File: src/rtl/div_arb_pkg.sv
// div_arbiter shared types: FSM encodings, round-robin pick, DBZ quotient.
// Optional remainder output is enabled by DIV_ARB_REMAINDER_EN.
package div_arb_pkg;

  localparam logic [1:0] IDLE = 2'd0;
  localparam logic [1:0] RUN  = 2'd1;
  localparam logic [1:0] DONE = 2'd2;

  localparam logic [255:0] DBZ_Q = '1;

  function automatic logic [31:0] rr_grant(
    input logic [31:0] mask,
    input int          ptr,
    input int          n
  );
    int idx;
    rr_grant = '0;
    for (int k = 0; k < 32; k++) begin
      idx = ptr + k;
      if (idx >= n) idx = idx - n;
      if (k < n && rr_grant == '0 && mask[idx])
        rr_grant[idx] = 1'b1;
    end
  endfunction

endpackage

File: src/rtl/div_arbiter_core.sv
// Bit-serial restoring divider, one quotient bit per clock.
// Used by div_arbiter; DIV_ARB_REMAINDER_EN only affects the top.
module div_serial_core
  import div_arb_pkg::*;
#(
  parameter int WIDTH = 32
) (
  input  logic             clk,
  input  logic             rst,
  input  logic             start,
  input  logic [WIDTH-1:0] a,
  input  logic [WIDTH-1:0] b,
  output logic             done,
  output logic [WIDTH-1:0] q,
  output logic [WIDTH-1:0] r
);

  localparam int CW = $clog2(WIDTH);

  logic [WIDTH-1:0] areg;
  logic [WIDTH-1:0] breg;
  logic [WIDTH:0]   rem;
  logic [WIDTH:0]   rsh;
  logic [CW-1:0]    cnt;
  logic             run;
  logic             ge;

  // Trial shift and compare for the current step
  always_comb begin
    rsh  = {rem[WIDTH-1:0], areg[WIDTH-1]};
    ge   = rsh >= {1'b0, breg};
    done = run && (cnt == CW'(WIDTH - 1));
  end

  // Load on start, then one restoring step per cycle
  always_ff @(posedge clk) begin
    if (rst) begin
      areg <= '0;
      breg <= '0;
      rem  <= '0;
      cnt  <= '0;
      run  <= 1'b0;
    end else if (start) begin
      areg <= a;
      breg <= b;
      rem  <= '0;
      cnt  <= '0;
      run  <= 1'b1;
    end else if (run) begin
      areg <= {areg[WIDTH-2:0], ge};
      rem  <= ge ? rsh - {1'b0, breg} : rsh;
      if (done) begin
        cnt <= '0;
        run <= 1'b0;
      end else begin
        cnt <= cnt + 1'b1;
      end
    end
  end

  assign q = areg;
  assign r = rem[WIDTH-1:0];

endmodule

File: src/rtl/div_arbiter.sv
// Round-robin arbiter sharing one serial divider among NREQ clients.
// Define DIV_ARB_REMAINDER_EN to add the rsp_r remainder output.
module div_arbiter
  import div_arb_pkg::*;
#(
  parameter int WIDTH = 32,
  parameter int NREQ  = 4,
  parameter int IDW   = 2
) (
  input  logic                  clk,
  input  logic                  rst,
  input  logic [NREQ-1:0]       req_valid,
  output logic [NREQ-1:0]       req_ready,
  input  logic [NREQ*WIDTH-1:0] req_a,
  input  logic [NREQ*WIDTH-1:0] req_b,
  output logic                  rsp_valid,
  input  logic                  rsp_ready,
  output logic [IDW-1:0]        rsp_id,
  output logic [WIDTH-1:0]      rsp_q,
  output logic                  rsp_dbz,
`ifdef DIV_ARB_REMAINDER_EN
  output logic [WIDTH-1:0]      rsp_r,
`endif
  output logic                  busy
);

  logic [1:0]       state;
  logic [IDW-1:0]   rr;
  logic [IDW-1:0]   gidx;
  logic [IDW-1:0]   id_q;
  logic [NREQ-1:0]  grant;
  logic [WIDTH-1:0] a_sel;
  logic [WIDTH-1:0] b_sel;
  logic [WIDTH-1:0] core_q;
  logic [WIDTH-1:0] core_r;
  logic             dbz_q;
  logic             hs;
  logic             bzero;
  logic             core_done;

  // Round-robin pick and operand mux for the winner
  always_comb begin
    grant = NREQ'(rr_grant(32'(req_valid), int'(rr), NREQ));
    gidx  = '0;
    for (int i = 0; i < NREQ; i++)
      if (grant[i]) gidx = IDW'(i);
    a_sel     = req_a[int'(gidx)*WIDTH +: WIDTH];
    b_sel     = req_b[int'(gidx)*WIDTH +: WIDTH];
    bzero     = (b_sel == '0);
    req_ready = (state == IDLE && !rst) ? grant : '0;
    hs        = |req_ready;
  end

  div_serial_core #(.WIDTH(WIDTH)) u_core (
    .clk   (clk),
    .rst   (rst),
    .start (hs && !bzero),
    .a     (a_sel),
    .b     (b_sel),
    .done  (core_done),
    .q     (core_q),
    .r     (core_r)
  );

`ifdef DIV_ARB_REMAINDER_EN
  logic [WIDTH-1:0] a_q;

  // Dividend kept for the divide-by-zero remainder
  always_ff @(posedge clk) begin
    if (rst)
      a_q <= '0;
    else if (hs)
      a_q <= a_sel;
  end

  assign rsp_r = rsp_valid ? (dbz_q ? a_q : core_r) : '0;
`else
  logic unused_rem;
  assign unused_rem = &{1'b0, core_r};
`endif

  // Control FSM: grant, divide, hold response until taken
  always_ff @(posedge clk) begin
    if (rst) begin
      state <= IDLE;
      rr    <= '0;
      id_q  <= '0;
      dbz_q <= 1'b0;
    end else begin
      unique case (state)
        IDLE: if (hs) begin
          id_q  <= gidx;
          dbz_q <= bzero;
          rr    <= (gidx == IDW'(NREQ - 1)) ? '0 : gidx + 1'b1;
          state <= bzero ? DONE : RUN;
        end
        RUN: if (core_done) state <= DONE;
        DONE: if (rsp_ready) state <= IDLE;
        default: state <= IDLE;
      endcase
    end
  end

  assign busy      = (state != IDLE);
  assign rsp_valid = (state == DONE);
  assign rsp_id    = id_q;
  assign rsp_dbz   = rsp_valid && dbz_q;
  assign rsp_q     = rsp_valid ? (dbz_q ? DBZ_Q[WIDTH-1:0] : core_q) : '0;

endmodule

File: config.mk
export PLATFORM = sky130hd
export DESIGN_NAME = div_arbiter
export DESIGN_NICKNAME = d
export VERILOG_FILES = /design/src/rtl/div_arb_pkg.sv /design/src/rtl/div_arbiter_core.sv /design/src/rtl/div_arbiter.sv
export SDC_FILE = /design/constraint.sdc
export NUM_CORES = 1
export LEC_CHECK = 0
export ABC_AREA = 0
export CAP_MARGIN = 40
export CORE_AREA = 2 2 149 151
export CTS_BUF_LIST = sky130_fd_sc_hd__clkbuf_2 sky130_fd_sc_hd__clkbuf_4 sky130_fd_sc_hd__clkbuf_8
export DETAILED_ROUTE_END_ITERATION = 16
export DIE_AREA = 0 0 151 153
export GPL_TIMING_DRIVEN = 0
export PLACE_DENSITY = 0.88
export SYNTH_ARGS = -nofsm -noshare
export SYNTH_HDL_FRONTEND = slang
export SYNTH_SLANG_ARGS = --single-unit
File: constraint.sdc
create_clock -name clk -period 6.7 [get_ports clk]
set_input_delay 2.01 -clock clk [delete_from_list [all_inputs] [get_ports clk]]
set_output_delay 2.01 -clock clk [all_outputs]
set_load 0.1 [all_outputs]
==> results.md <==
- The number of levels in the clock H-tree is 3.
- The largest total area in the synthesized netlist belongs to sky130_fd_sc_hd__dfxtp_1.
- The kind of end point of the critical path is a primary output.
- The maximum clock skew at final layout is 29.87 ps.
- Data on the critical path is required at its endpoint by 4690 ps.
- The initial core utilization is 42.30%.
- The clock sink count is 109.
- The via count of the first global-routing pass is 11460.
- The final weighted congestion in routability-driven placement is 1.016.
- The buffer type at the clock tree root is sky130_fd_sc_hd__clkbuf_8.
- Counting I/O delays and the setup requirement, the final critical path takes 6682 ps.
- In the synthesized netlist, the cells that appear most often are 199 x sky130_fd_sc_hd__nor2_1, 140 x sky130_fd_sc_hd__nand2_1, 109 x sky130_fd_sc_hd__dfxtp_1.
- VDD sags by at most 0.3751 mV.
- The total area inside the core boundary comes to 21490 um^2.
- The total detailed-routing wirelength is 40.24 mm.
- The count of cell types in the netlist is 71.
- The full die area is 23100 um^2.
- Dividing the detail-routed via count by the number of cells gives 6.137.
- In this run the tightest slew margin relative to its limit is 41.41%.
- The routed via count is 11710.
- By startpoint and endpoint, the worst setup path is classified as input port to primary output.
- The leakage power summed over all cells is 0.005437 uW.
- The fraction of post-synthesis cell area in the top cell type by area is 24.01%.
- The run finished with clean final reports.
- The power density relative to cell area is 654.7 nW/um^2.
- The x dimension of the die is 151 um.
- The endpoint of the worst register-to-register path is u_core.breg[28].
- The startpoint identified for the worst register-to-register timing path is rr[0].
- The count of yosys warnings during synthesis is 0.
- Setup violations remaining at the end of the flow were counted as 0.
- The die is 153 um tall.
- The measured slew at the worst slew-check pin is 871.6 ps.
- Static timing analysis puts the maximum clock frequency at 149.7 MHz.
- Clock-pin slew was measured on the worst setup and hold paths at 120 ps.
- After detailed placement, the total cell area comes to 13550 um^2.
- The post-route standard cell area excluding fillers is 14020 um^2.
- Buffers inserted to repair hold after CTS numbered 0.
- The critical path capture point is req_ready[0].
- For this run the aggregate overflow at the end of global routing stands at 0.
- Compared with the post-synthesis result, the final layout area differs by 54.25%.
- met2 is the most crowded layer.
- The worst setup path is launched from an input port.
- Along the worst path, the maximum fanout reaches 10.
- The CTS tree is yes.
- Entering global routing, the biggest net connects 22 pins.
- The first global-routing pass estimated 60.87 mm of wire.
- Ranked by total cell area, the synthesized netlist is headed by sky130_fd_sc_hd__dfxtp_1 24%, sky130_fd_sc_hd__nor2_1 8.2%, sky130_fd_sc_hd__mux2i_1 6.3%.
- After the last flow step, the layout net total stands at 1925.
- The half-perimeter wire length of the detailed placement result is 32.25 mm.
- The met2 usage is 57.27%.
- The number of enable-type register cells in the synthesized netlist is 0.
- The primary flip-flop cell chosen by synthesis mapping is sky130_fd_sc_hd__dfxtp_1.
- STA puts the critical path data arrival time at 4670 ps.
- The number of max-slew violations in the final report came to 0.
- The top-level I/O count is 304.
- The worst hold path belongs to the class register to register.
- After detailed routing, the number of remaining DRC violations is 0.
- The later pin in the worst-skew pair is clocked with a latency of 410 ps.
- Synthesis produced a netlist with a net count of 1557.
- The number of storage elements in the synthesis netlist is 109.
- Setup repair after global routing could not meet its margin everywhere.
- The all-layer global routing usage is 33.72%.
- The proportion of register bits with asynchronous set or reset after synthesis is 0%.
- The slack of the worst reg-to-reg path is 730 ps.
- Global routing consumed, on the met1 layer, 40.59% of the routing resources.
- The startpoint of the most critical setup path is req_valid[0].
- The post-synthesis instance area is 9089 um^2.
- The TritonCTS buffer count is 9.
- The overall power is 9178 uW.
- The initial antenna violation count was 3.
- The tightest hold margin is 493.2 ps.
- The post-route netlist has 9.914% of its cells at a drive strength greater than 1.
- A synthesized cell averages 7.265 um^2.
- The met3 track utilization from global routing is 6.478%.
- The reported max-cap violation count is 0.
- After the first detailed-routing iteration, the DRC count stood at 1193.
- The count of nets left with antenna violations once routing finished came out at 0.
- The most common cell in the synthesized netlist is sky130_fd_sc_hd__nor2_1.
- The routed wirelength normalized by instance count is 21.09 um.
- The detailed-router iteration count before antenna repair is 5.
- The final critical-path share of the clock period is 99.73%.
- The clock passes through at most 2 buffers.
- Synthesis handed over a netlist of 1251 instances.
- For the worst flop-to-flop path, the logic depth is 23.
- The number of buffers added on ports is 303.
- The count of standard-cell rows is 54.
- The number of hold-slack violations in the final timing report is 0.
- The fraction of the yosys area taken by sequential cells is 24.01%.
- The launch instance of the worst min-delay path is u_core.cnt[4].
routing by layer:
metal	wire length (um)	vias to the layer above
met2	19370	763
met5	0	-
li1	-	5276
met4	2147	0
met3	3458	155
met1	15270	5515
placed cells by master, fill, tap and decap left out, types with 5 or more instances in the layout:
cell,Yosys,layout
sky130_fd_sc_hd__buf_1,7,6
sky130_fd_sc_hd__buf_16,0,33
sky130_fd_sc_hd__a311oi_1,44,44
sky130_fd_sc_hd__clkbuf_8,0,11
sky130_fd_sc_hd__and3_1,11,11
sky130_fd_sc_hd__inv_1,46,46
sky130_fd_sc_hd__buf_6,6,6
sky130_fd_sc_hd__a211oi_1,25,25
sky130_fd_sc_hd__nor3_1,16,16
sky130_fd_sc_hd__nand2_1,140,139
sky130_fd_sc_hd__nand4_1,19,19
sky130_fd_sc_hd__nand2b_1,10,10
sky130_fd_sc_hd__clkdlybuf4s50_1,0,295
sky130_fd_sc_hd__nor2_1,199,196
sky130_fd_sc_hd__clkbuf_1,71,60
sky130_fd_sc_hd__and2_1,9,9
sky130_fd_sc_hd__dfxtp_1,109,109
sky130_fd_sc_hd__buf_4,1,23
sky130_fd_sc_hd__mux2i_1,57,57
sky130_fd_sc_hd__nor2b_1,5,5
sky130_fd_sc_hd__o31ai_1,20,19
sky130_fd_sc_hd__ha_1,42,42
sky130_fd_sc_hd__o21ai_0,70,70
sky130_fd_sc_hd__nand3_1,21,21
sky130_fd_sc_hd__buf_2,12,11
sky130_fd_sc_hd__clkbuf_2,0,5
sky130_fd_sc_hd__or2_2,6,6
sky130_fd_sc_hd__o211ai_1,10,10
sky130_fd_sc_hd__a211oi_2,23,22
sky130_fd_sc_hd__xnor2_1,23,23
sky130_fd_sc_hd__o21a_1,11,11
sky130_fd_sc_hd__a21o_1,12,12
sky130_fd_sc_hd__buf_8,0,7
sky130_fd_sc_hd__a21oi_1,87,84
sky130_fd_sc_hd__or3_1,47,47
sky130_fd_sc_hd__a31oi_1,14,14
through the flow:
stage               cells  setup WS, ps  utilization (%)  setup TNS [ps]
floorplan            1251        -344.9                -          -344.9
global placement     1834         -2724            58.22          -75090
detailed placement   1875         -2555            63.06          -78480
CTS                  1897         8.068            64.84               0
global route         1906        -54.11            65.23          -71.55
finish               1908         18.25            65.25               0
kinds of logic after synthesis:
logic type	share of synthesized area [%]
flip-flops	24.01
buffers and inverters	6.649
XOR/XNOR	2.409
AO/OA/AOI/OAI	28.26
multiplexers	7.269
adder cells (fa/ha/maj)	6.002
AND/OR/NAND/NOR	25.40
power breakdown:
| group | internal, uW | switching [uW] |
|---|---|---|
| clock | 148 | 269 |
| combinational | 2910 | 4730 |
| sequential | 931 | 193 |
| total | 3990 | 5190 |
critical path, cell delays in order:
cell and delay (ps):
sky130_fd_sc_hd__buf_2 140, sky130_fd_sc_hd__mux4_2 490, sky130_fd_sc_hd__a21boi_4 180, sky130_fd_sc_hd__buf_4 140, sky130_fd_sc_hd__a21o_1 180, sky130_fd_sc_hd__buf_2 190
sky130_fd_sc_hd__nor3b_4 290, sky130_fd_sc_hd__o311ai_1 140, sky130_fd_sc_hd__or3_1 370, sky130_fd_sc_hd__a41oi_4 220, sky130_fd_sc_hd__buf_12 160, sky130_fd_sc_hd__buf_16 160
how the worst min path moves through the flow:
stage,cells after the start,end
after floorplan,2,u_core.cnt[4]
after global placement,2,u_core.cnt[4]
after detailed placement,2,u_core.cnt[4]
after CTS,2,u_core.cnt[4]
after global routing,2,u_core.cnt[4]
final,2,u_core.cnt[4]
final cells by class:
cell class | instances | area [um^2]
Tap cell | 280 | 350.3
Clock inverter | 7 | 76.32
Multi-Input combinational cell | 998 | 6421
Clock buffer | 9 | 123.9
Buffer | 94 | 491.7
Antenna cell | 4 | 10.01
Fill cell | 1685 | 7466
Inverter | 47 | 176.4
Sequential cell | 109 | 2182
Timing Repair Buffer | 360 | 4188
flip-flops by register name (all words and copies together), names as in the netlist:
signal	cells
rsp_id	2
dbz_q	1
u_core.breg	32
u_core.q	32
u_core.rem	32
u_core.cnt	5
state	2
rr	2
u_core.run	1
timing repair:
action | in CTS | in global routing
endpoints found under the setup margin | 107 | 22
resized for setup | 56 | 17
buffers inserted | 11 | 9
pin swaps | 6 | 10
(Power assumes the default switching activity.)
